[config.mk]
export PLATFORM = sky130hd
export DESIGN_NAME = logic_unit_arbiter
export DESIGN_NICKNAME = d
export VERILOG_FILES = /design/src/rtl/logic_unit_arbiter_pkg.sv /design/src/rtl/logic_unit_core.sv /design/src/rtl/logic_unit_arbiter.sv
export SDC_FILE = /design/constraint.sdc
export NUM_CORES = 1
export LEC_CHECK = 0
export CAP_MARGIN = 20
export CORE_ASPECT_RATIO = 1.25
export CORE_UTILIZATION = 28
export CTS_CLUSTER_SIZE = 40
export DETAILED_ROUTE_END_ITERATION = 16
export PLACE_DENSITY = 0.61
export SLEW_MARGIN = 5
export SYNTH_ARGS = -nofsm -noshare
export SYNTH_HDL_FRONTEND = slang
export SYNTH_HIERARCHICAL = 1
export SYNTH_SLANG_ARGS = --single-unit
[constraint.sdc]
create_clock -name i_clk -period 1.6 [get_ports i_clk]
set_clock_uncertainty 0.05 [all_clocks]
set_input_delay 0.32 -clock i_clk [delete_from_list [all_inputs] [get_ports i_clk]]
set_output_delay 0.32 -clock i_clk [all_outputs]
set_load 0.02 [all_outputs]
[src/rtl/logic_unit_arbiter_pkg.sv]
// Shared definitions for the logic unit arbiter.
//   state_e   : arbiter FSM encoding (IDLE = 0, EXEC = 1)
//   REQ0/REQ1 : requester identifiers, used for the winner and `last` pointer
package logic_unit_arbiter_pkg;

  typedef enum logic {
    StIdle = 1'b0,
    StExec = 1'b1
  } state_e;

  localparam logic REQ0 = 1'b0;
  localparam logic REQ1 = 1'b1;

endpackage

[src/rtl/logic_unit_core.sv]
// Shared two-input logic unit, purely combinational.
//   i_a, i_b : operands
//   o_y1     : (a & b) ^ (a | b)
//   o_y2     : ~b
module logic_unit_core (
  input  logic i_a,
  input  logic i_b,
  output logic o_y1,
  output logic o_y2
);

  assign o_y1 = (i_a & i_b) ^ (i_a | i_b);
  assign o_y2 = ~i_b;

endmodule

[src/rtl/logic_unit_arbiter.sv]
// Round-robin arbiter sharing one logic_unit_core between two requesters.
//   i_clk, i_rst        : clock, asynchronous active-high reset
//   i_req0/1            : requests, sampled only in IDLE
//   i_a0/i_b0, i_a1/i_b1: operand pairs of each requester
//   o_gnt0/1            : one-cycle grant pulse (operands latched)
//   o_vld0/1            : one-cycle result-valid pulse
//   o_res1/o_res2       : registered results of the last transaction
//   o_cnt0/1            : completed transactions per requester (wrapping)
module logic_unit_arbiter
  import logic_unit_arbiter_pkg::*;
#(
  parameter int unsigned CNT_W = 8
) (
  input  logic             i_clk,
  input  logic             i_rst,
  input  logic             i_req0,
  input  logic             i_req1,
  input  logic             i_a0,
  input  logic             i_b0,
  input  logic             i_a1,
  input  logic             i_b1,
  output logic             o_gnt0,
  output logic             o_gnt1,
  output logic             o_vld0,
  output logic             o_vld1,
  output logic             o_res1,
  output logic             o_res2,
  output logic [CNT_W-1:0] o_cnt0,
  output logic [CNT_W-1:0] o_cnt1
);

  state_e           r_state;
  state_e           w_state_d;
  logic             r_last;
  logic             r_win;
  logic             r_op_a;
  logic             r_op_b;
  logic             r_gnt0;
  logic             r_gnt1;
  logic             r_vld0;
  logic             r_vld1;
  logic             r_res1;
  logic             r_res2;
  logic [CNT_W-1:0] r_cnt0;
  logic [CNT_W-1:0] r_cnt1;

  logic             w_any_req;
  logic             w_win;
  logic             w_y1;
  logic             w_y2;

  assign w_any_req = i_req0 | i_req1;

  // On a tie the requester that did not win last time is served.
  always_comb begin
    w_win = REQ0;
    if (i_req0 && i_req1) begin
      w_win = ~r_last;
    end else if (i_req1) begin
      w_win = REQ1;
    end
  end

  always_comb begin
    w_state_d = r_state;
    unique case (r_state)
      StIdle:  if (w_any_req) w_state_d = StExec;
      StExec:  w_state_d = StIdle;
      default: w_state_d = StIdle;
    endcase
  end

  always_ff @(posedge i_clk or posedge i_rst) begin
    if (i_rst) begin
      r_state <= StIdle;
    end else begin
      r_state <= w_state_d;
    end
  end

  logic_unit_core u_core (
    .i_a  (r_op_a),
    .i_b  (r_op_b),
    .o_y1 (w_y1),
    .o_y2 (w_y2)
  );

  always_ff @(posedge i_clk or posedge i_rst) begin
    if (i_rst) begin
      r_last <= REQ1;
      r_win  <= REQ0;
      r_op_a <= 1'b0;
      r_op_b <= 1'b0;
      r_gnt0 <= 1'b0;
      r_gnt1 <= 1'b0;
      r_vld0 <= 1'b0;
      r_vld1 <= 1'b0;
      r_res1 <= 1'b0;
      r_res2 <= 1'b0;
      r_cnt0 <= '0;
      r_cnt1 <= '0;
    end else begin
      // Grant and valid are single-cycle pulses.
      r_gnt0 <= 1'b0;
      r_gnt1 <= 1'b0;
      r_vld0 <= 1'b0;
      r_vld1 <= 1'b0;
      if (r_state == StIdle && w_any_req) begin
        r_win  <= w_win;
        r_op_a <= (w_win == REQ1) ? i_a1 : i_a0;
        r_op_b <= (w_win == REQ1) ? i_b1 : i_b0;
        r_gnt0 <= (w_win == REQ0);
        r_gnt1 <= (w_win == REQ1);
      end else if (r_state == StExec) begin
        r_res1 <= w_y1;
        r_res2 <= w_y2;
        r_last <= r_win;
        if (r_win == REQ1) begin
          r_vld1 <= 1'b1;
          r_cnt1 <= r_cnt1 + CNT_W'(1);
        end else begin
          r_vld0 <= 1'b1;
          r_cnt0 <= r_cnt0 + CNT_W'(1);
        end
      end
    end
  end

  assign o_gnt0 = r_gnt0;
  assign o_gnt1 = r_gnt1;
  assign o_vld0 = r_vld0;
  assign o_vld1 = r_vld1;
  assign o_res1 = r_res1;
  assign o_res2 = r_res2;
  assign o_cnt0 = r_cnt0;
  assign o_cnt1 = r_cnt1;

endmodule

==> tab_implementation.tex, run 1 <==
\begin{tabular}{lr}
\hline
Metric & Value \\
\hline
\multicolumn{2}{l}{\textbf{Worst setup path}} \\
Slowest library cell on the worst path & clkdlybuf4s50\_1 \\
Largest fanout of any net on the critical path & 1 \\
Largest delay share family, worst path & buffers and inverters \\
Count of buffering cells on the critical path with inverters included & 1 \\
Origin of the critical flop-to-flop path & r\_state\$\_DFF\_PP0\_ \\
Worst Setup End Kind & output pin \\
Count of cell instances traversed by the critical path & 1 \\
R2r endpoint & o\_cnt0[1]\$\_DFFE\_PP0P\_ \\
Sort of element at the start of the critical path & register \\
Slowest cell delay on critical path & 0.59 ns \\
Arrival time worst endpoint & 1.20 ns \\
Crit-path cells & clkdlybuf4s50\_1 \\
Critical path endpoint & o\_vld0 \\
Required time at the worst-slack endpoint & 1.23 ns \\
Setup slack on the worst flop-to-flop path & 0.19 ns \\
Launch point of the critical path & o\_vld0\$\_DFF\_PP0\_ \\
Critical path type & register to output pin \\
Number of cell instances on the worst register-to-register path & 2 \\
\multicolumn{2}{l}{\textbf{Timing}} \\
Endpoints failing setup & 0 \\
Time the final worst path needs with I/O delays and setup & 1.57 ns \\
Max\_slew headroom & 0.746 \\
Final-report hold violation count & 0 \\
Count of pins over their slew limit & 0 \\
Highest Clock Rate & 0.638 GHz \\
Final critical-path share of the clock period & 0.980 \\
Actual transition at the worst max-transition pin & 0.381 ns \\
RSZ-0062 raised after global routing & no \\
Setup TNS Final & 0 ns \\
\multicolumn{2}{l}{\textbf{Power}} \\
Register share of total power & 0.477 \\
Combinational cell fraction of total power & 0.354 \\
Part of the power in the clock network & 0.169 \\
Power per standard cell area & 1510 mW/mm² \\
Switching power summed over all nets & 838 µW \\
Worst ir drop on vdd & 450 µV \\
Total internal power & 1.44 mW \\
Switching Share & 0.367 \\
Leakage power figure & 0.760 nW \\
\multicolumn{2}{l}{\textbf{Clocking}} \\
Clock tree sinks & 27 \\
CTS Root Buffer Type & clkbuf\_8 \\
Clock-pin slew of the registers on the worst-case setup and hold paths & 0.09 ns \\
TritonCTS clock tree & yes \\
Number of buffers added by the clock tree synthesis step & 3 \\
Clock network latency to the later pin of the worst-skew pair & 0.27 ns \\
Maximum level of the CTS H-tree & 1 \\
Hold\_buf cts & 0 \\
Number of buffers between clock root and the deepest sink & 2 \\
\multicolumn{2}{l}{\textbf{Placed design}} \\
Detailed Place HPWL & 1410 µm \\
Cell Count Post-Placement & about 170 \\
Routability-driven placement congestion ratio & 0.740 \\
Number of buffer cells added on primary ports & 29 \\
\multicolumn{2}{l}{\textbf{Yosys}} \\
Fraction of the mapped netlist area in compound gates & 0.0666 \\
Cell count after synthesis & 87 \\
Area share of the leading cell type in the synthesized netlist & 0.568 \\
Average cell area after synthesis & 13.2 µm² \\
Fraction of the mapped netlist area in adder cells & 0.0218 \\
Synth Cell Area & 0.00115 mm² \\
Main combinational cell family by area after synthesis & simple AND/OR/NAND/NOR gates \\
Count of cell types in the netlist & 24 \\
Portion of netlist area occupied by mux cells & 0.0426 \\
Synth Area in XOR/XNOR & 0.115 \\
Share of synthesized area occupied by flip-flops and latches & 0.591 \\
Warnings from Yosys & 6 \\
Share of synthesized cell area in and, or, nand and nor gates & 0.121 \\
Number of nets in the synthesized netlist & 97 \\
Synthesized flop and latch total & 27 \\
Cells taking the most area after synthesis & dfrtp\_1, xnor2\_1, xor2\_1 \\
Cell type with the largest total area after synthesis & dfrtp\_1 \\
\multicolumn{2}{l}{\textbf{Global route}} \\
Global-route wire length before repair & 3410 µm \\
Antenna violations before repair & 0 \\
GRT Overall Usage & 0.104 \\
Via count of the first global-routing pass & 756 \\
Maximum number of pins on one net before global-route repair & 28 \\
Leftover overflow at the end of global routing & 0 \\
\multicolumn{2}{l}{\textbf{Route}} \\
Post-detailed-route wirelength per cell & 11.0 µm \\
Total wirelength of the detailed-routed design & 1910 µm \\
Number of DRC violations after detailed-routing iteration 0 & 18 \\
Vias post-DR & roughly 750 \\
First-pass detailed-route iteration total & 3 \\
Count of antenna-violating nets left after detailed routing & 0 \\
DRC viols & 0 \\
Average via count per standard cell & 4.32 \\
\multicolumn{2}{l}{\textbf{Worst hold path}} \\
Classification of the worst-slack hold path & primary input to asynchronous set/reset pin \\
\multicolumn{2}{l}{\textbf{Run status}} \\
Outcome & completed \\
\multicolumn{2}{l}{\textbf{Die}} \\
Placeable core region & approximately 0.0038 mm² \\
Floorplan die height & 73.5 µm \\
Number of rows created at floorplan & 25 \\
I/O pin cnt & 30 \\
Initial core utilization & 0.298 \\
DIE WIDTH & 59.2 µm \\
Area of the die & 0.00435 mm² \\
\multicolumn{2}{l}{\textbf{Job}} \\
Max capacitance violation total & 0 \\
\multicolumn{2}{l}{\textbf{Final layout}} \\
Count of antenna diodes in the layout & 0 \\
Fin nets & 130 \\
Share of final-layout standard cells stronger than drive strength 1 & 0.118 \\
Finished Layout Cells & between 150 and 200 \\
Signed area change from the synthesized netlist to the final layout & 32.2\% \\
\hline
\end{tabular}
-- routing by layer --
metal,part of all wire,global-route usage,vias up
met4,0.026,0.0556,0
met2,0.46,0.169,25
met5,0,0,-
met1,0.46,0.133,359
li1,-,-,359
met3,0.055,0.0158,4
-- synthesized netlist by cell type, drive strengths merged --
library cell and n:
dfrtp 26, xnor2 11, nand2 8, inv 7, and3 4, mux2 4, nand4 4, xor2 4
a211oi 2, a221o 2, and2 2, buf 2, ha 2, a21o 1, and4 1, dfstp 1
nand3 1, nor2 1, nor2b 1, nor3 1, o21ai 1, o21bai 1
-- state kept, by name, summed over array words and instances (netlist names) --
name / count
r_op_b: 1
o_vld1: 1
o_cnt0: 8
o_gnt1: 1
r_state: 1
o_res1: 1
r_win: 1
o_cnt1: 8
o_vld0: 1
r_op_a: 1
r_last: 1
o_res2: 1
o_gnt0: 1
-- power by group through the flow --
stage               clock, mW  combinational [mW]  sequential [mW]
floorplan                   0               0.332             1.28
global placement            0               0.921             1.11
detailed placement          0               0.939             1.12
CTS                     0.396               0.827             1.10
global route            0.419               0.881             1.13
finish                  0.385               0.808             1.09
-- final cells by class --
| class | instances | area [µm²] |
|---|---|---|
| inverters | 7 | 26.3 |
| clock buffers | 4 | 45.0 |
| repair buffers | 30 | 279 |
| flip-flops and latches | 27 | 677 |
| fillers | 383 | 2330 |
| well taps | 54 | 67.6 |
| multi-input cells | 51 | 420 |
-- what timing repair did --
item / in CTS / in global routing
setup endpoints to repair: 19 / 2
hold endpoints to repair: 0 / 0
setup buffers: 0 / 0
gates resized for setup: 19 / 2
-- worst min path at each step --
stage | from | end | slack (ns) | depth (start not counted)
finish | i_rst | o_cnt1[7]$_DFFE_PP0P_ | 0.35 | 3
detailed placement | o_cnt0[7]$_DFFE_PP0P_ | o_cnt0[7]$_DFFE_PP0P_ | 0.42 | 1
global route | i_rst | o_cnt1[7]$_DFFE_PP0P_ | 0.39 | 3
global placement | o_cnt0[7]$_DFFE_PP0P_ | o_cnt0[7]$_DFFE_PP0P_ | 0.41 | 1
CTS | i_rst | o_cnt1[7]$_DFFE_PP0P_ | 0.37 | 3
floorplan | i_rst | o_cnt0[0]$_DFFE_PP0P_ | 0.32 | 1
-- through the flow --
stage / power, mW / hold WS [ns] / util / worst slack, ns / cell area (µm²)
detailed placement: 2.05 / 0.417 / 0.387 / 0.0161 / 1490
CTS: 2.32 / 0.367 / 0.393 / 0.0115 / 1510
floorplan: 1.61 / 0.322 / - / 0.340 / 1150
global placement: 2.03 / 0.412 / 0.387 / 0.0527 / 1490
finish: 2.28 / 0.351 / 0.394 / 0.0326 / 1520
global route: 2.43 / 0.392 / 0.394 / 0.00312 / 1520
-- cells in the final DEF (no fill, tap or decap), drive strengths merged, types with 2 or more instances in the layout --
cell type      Yosys  layout
mux2               4       4
and3               4       4
ha                 2       2
clkdlybuf4s50      0       8
inv                7       7
a221o              2       2
nand4              4       4
and2               2       2
xnor2             11      11
dlygate4sd2        0      19
nand2              8       8
dfrtp             26      26
xor2               4       4
dlymetal6s2s       0       2
clkbuf             0       4
a211oi             2       2
-- cells by family (layout without fill, tap and decap cells) --
| kind of cell | count (synthesis) | after routing |
|---|---|---|
| AOI/OAI and AO/OA | 7 | 7 |
| xor gates and xnor gates | 15 | 15 |
| adders and majority gates | 2 | 2 |
| buffers and inverters | 9 | 41 |
| DFF | 27 | 27 |
| muxes | 4 | 4 |
| and+or+nand+nor | 23 | 23 |
No activity file was read; power rests on OpenSTA's default activity.
==> run 2, diff against run 1 <==
- CTS_CLUSTER_DIAMETER: unset -> 80
==> results of run 2 <==
The final DEF is identical to that of run 1; final timing and power are the same.
==> run 3, diff against run 2 <==
- CORE_ASPECT_RATIO: 1.25 -> unset
- CORE_UTILIZATION: 28 -> 47
- PLACE_DENSITY: 0.61 -> 0.88
==> run 3 against run 2 <==
Effect of this change: fmax increased by 4.4%; register-to-register slack improved by 0.09 ns; die area decreased by 39%; sequential power about the same; core utilization increased by 26 points; clock power decreased by 25%; hold slack got worse by 0.073 ns; cell area decreased by 3.0%; sequential share of layout area increased by 1.4 points; largest cell class unchanged; highest routed layer unchanged.
==> tab_implementation.tex, run 3 (same netlist as run 1, synthesis figures left out) <==
\begin{tabular}{lr}
\hline
Metric & Value \\
\hline
\multicolumn{2}{l}{\textbf{Run status}} \\
Outcome & completed (unchanged) \\
\multicolumn{2}{l}{\textbf{Clocking}} \\
CTS resizes & 22 (was 19) \\
Clock network latency to the later pin of the worst-skew pair & 0.32 ns (was 0.27 ns) \\
CTS Root Buffer Type & clkbuf\_4 (was clkbuf\_8) \\
Number of buffers between clock root and the deepest sink & 2 (unchanged) \\
TritonCTS clock tree & yes (unchanged) \\
Clock tree sinks & 27 (unchanged) \\
Number of buffers added by the clock tree synthesis step & 3 (unchanged) \\
Maximum level of the CTS H-tree & 1 (unchanged) \\
Post-CTS setup buffer count & 0 (unchanged) \\
Hold\_buf cts & 0 (unchanged) \\
Clock-pin slew of the registers on the worst-case setup and hold paths & 0.13 ns (was 0.09 ns) \\
\multicolumn{2}{l}{\textbf{Power}} \\
Switching power summed over all nets & 859 µW (was 838 µW) \\
Power per standard cell area & 1520 mW/mm² (was 1510 mW/mm²) \\
Switching Share & 0.384 (was 0.367) \\
Total internal power & 1.38 mW (was 1.44 mW) \\
Register share of total power & 0.486 (was 0.477) \\
Combinational cell fraction of total power & 0.385 (was 0.354) \\
Worst ir drop on vdd & 918 µV (was 450 µV) \\
Leakage power figure & 0.741 nW (was 0.760 nW) \\
Post-layout power & 2.24 mW (was 2.28 mW) \\
Part of the power in the clock network & 0.129 (was 0.169) \\
\multicolumn{2}{l}{\textbf{Die}} \\
Number of rows created at floorplan & 17 (was 25) \\
DIE WIDTH & 51.4 µm (was 59.2 µm) \\
Floorplan die height & 51.4 µm (was 73.5 µm) \\
I/O pin cnt & 30 (unchanged) \\
Placeable core region & 0.00225 mm² (was 0.00385 mm²) \\
Area of the die & 0.00264 mm² (was 0.00435 mm²) \\
Initial core utilization & 0.508 (was 0.298) \\
\multicolumn{2}{l}{\textbf{Timing}} \\
Time the final worst path needs with I/O delays and setup & 1.50 ns (was 1.57 ns) \\
Count of pins over their slew limit & 0 (unchanged) \\
Final critical-path share of the clock period & 0.938 (was 0.980) \\
RSZ-0062 raised after global routing & no (unchanged) \\
Endpoints failing setup & 0 (unchanged) \\
Final-report hold violation count & 0 (unchanged) \\
Actual transition at the worst max-transition pin & 0.324 ns (was 0.381 ns) \\
Highest Clock Rate & 0.666 GHz (was 0.638 GHz) \\
Setup TNS Final & 0 ns (unchanged) \\
Max\_slew headroom & 0.784 (was 0.746) \\
Worst-case setup margin in the final layout & 0.0988 ns (was 0.0326 ns) \\
\multicolumn{2}{l}{\textbf{Route}} \\
Total wirelength of the detailed-routed design & 2120 µm (was 1910 µm) \\
Vias post-DR & 746 (was 747) \\
DRC viols & 0 (unchanged) \\
First-pass detailed-route iteration total & 2 (was 3) \\
Post-detailed-route wirelength per cell & 14.2 µm (was 11.0 µm) \\
Average via count per standard cell & 5.01 (was 4.32) \\
Count of antenna-violating nets left after detailed routing & 0 (unchanged) \\
Number of DRC violations after detailed-routing iteration 0 & 6 (was 18) \\
\multicolumn{2}{l}{\textbf{Final layout}} \\
Finished Layout Cells & 149 (was 173) \\
Count of antenna diodes in the layout & 0 (unchanged) \\
Leading cell type in the layout, fill and taps excluded & dfrtp\_1 (unchanged) \\
Share of final-layout standard cells stronger than drive strength 1 & 0.132 (was 0.118) \\
Fin nets & 132 (was 130) \\
Most frequent cells in the layout & dfrtp\_1, dlygate4sd2\_1, xnor2\_1, nand2\_1 (was dfrtp\_1, dlygate4sd2\_1, xnor2\_1, nand2\_1, clkdlybuf4s50\_1) \\
Signed area change from the synthesized netlist to the final layout & 28.3\% (was 32.2\%) \\
\multicolumn{2}{l}{\textbf{Worst setup path}} \\
Slowest cell delay on critical path & 0.45 ns (was 0.59 ns) \\
Arrival time worst endpoint & 1.13 ns (was 1.20 ns) \\
Critical path type & register to output pin (unchanged) \\
Largest delay share family, worst path & flip-flops (was buffers and inverters) \\
Worst Setup End Kind & output pin (unchanged) \\
Count of buffering cells on the critical path with inverters included & 1 (unchanged) \\
Sort of element at the start of the critical path & register (unchanged) \\
Required time at the worst-slack endpoint & 1.23 ns (about the same) \\
Largest fanout of any net on the critical path & 5 (was 1) \\
Slowest library cell on the worst path & dfrtp\_1 (was clkdlybuf4s50\_1) \\
Crit-path cells & dlygate4sd2\_1 (was clkdlybuf4s50\_1) \\
\multicolumn{2}{l}{\textbf{Global route}} \\
Global-route wire length before repair & 3800 µm (was 3410 µm) \\
Maximum number of pins on one net before global-route repair & 28 (unchanged) \\
Via count of the first global-routing pass & 774 (was 756) \\
Antenna violations before repair & 0 (unchanged) \\
Leftover overflow at the end of global routing & 0 (unchanged) \\
GRT Overall Usage & 0.205 (was 0.104) \\
\multicolumn{2}{l}{\textbf{Placed design}} \\
Number of buffer cells added on primary ports & 29 (unchanged) \\
Routability-driven placement congestion ratio & 0.786 (was 0.740) \\
Cell Count Post-Placement & 145 (was 169) \\
Detailed Place HPWL & 1630 µm (was 1410 µm) \\
Worst slack at placement & 0.0126 ns (was 0.0161 ns) \\
\multicolumn{2}{l}{\textbf{Worst hold path}} \\
Classification of the worst-slack hold path & primary input to asynchronous set/reset pin (unchanged) \\
\multicolumn{2}{l}{\textbf{Job}} \\
Max capacitance violation total & 0 (unchanged) \\
\hline
\end{tabular}
[run 3: tightest hold or removal path, delay by kind of cell]
family	cells	cell delay (ns)
buffers and inverters	3	0.74
[run 3: per-layer routing]
metal	vias to the layer above	wire (µm)	global-route usage
met5	-	0	0
met4	0	44	0.108
met3	4	64	0.0298
met2	17	1080	0.335
met1	363	923	0.260
li1	362	-	-
[run 3: final cells by class]
cell class | count | area [µm²]
Sequential cell | 27 | 677
Clock buffer | 4 | 26.3
Tap cell | 28 | 35.0
Multi-Input combinational cell | 51 | 420
Timing Repair Buffer | 32 | 285
Fill cell | 195 | 785
Inverter | 7 | 26.3
[run 3: worst paths after layout]
check	depth (start not counted)	slack, ns	end	startpoint
max in group asynchronous	3	0.93	r_last$_DFFE_PP1P_	i_rst
min	3	0.28	o_cnt1[7]$_DFFE_PP0P_	i_rst
min in group i_clk	1	0.43	o_cnt0[7]$_DFFE_PP0P_	o_cnt0[7]$_DFFE_PP0P_
min reg2reg	1	0.43	o_cnt0[7]$_DFFE_PP0P_	o_cnt0[7]$_DFFE_PP0P_
max	1	0.1	o_cnt1[2]	o_cnt1[2]$_DFFE_PP0P_
max reg2reg	3	0.28	r_op_a$_DFFE_PP0P_	r_state$_DFF_PP0_
[run 3: power by group through the flow]
stage | clock network (mW) | logic, mW | registers [mW]
after floorplan | 0 | 0.332 | 1.28
after global placement | 0 | 0.952 | 1.09
after detailed placement | 0 | 0.991 | 1.11
after CTS | 0.298 | 0.875 | 1.09
after global routing | 0.328 | 0.945 | 1.12
final | 0.290 | 0.861 | 1.09
[run 3: metrics by stage]
stage	utilization	hold WS (ns)	instance area, µm²
after global routing	0.652	0.285	1470
after detailed placement	0.653	0.420	1470
after floorplan	-	0.322	1150
after CTS	0.652	0.287	1470
final	0.652	0.278	1470
after global placement	0.653	0.411	1470
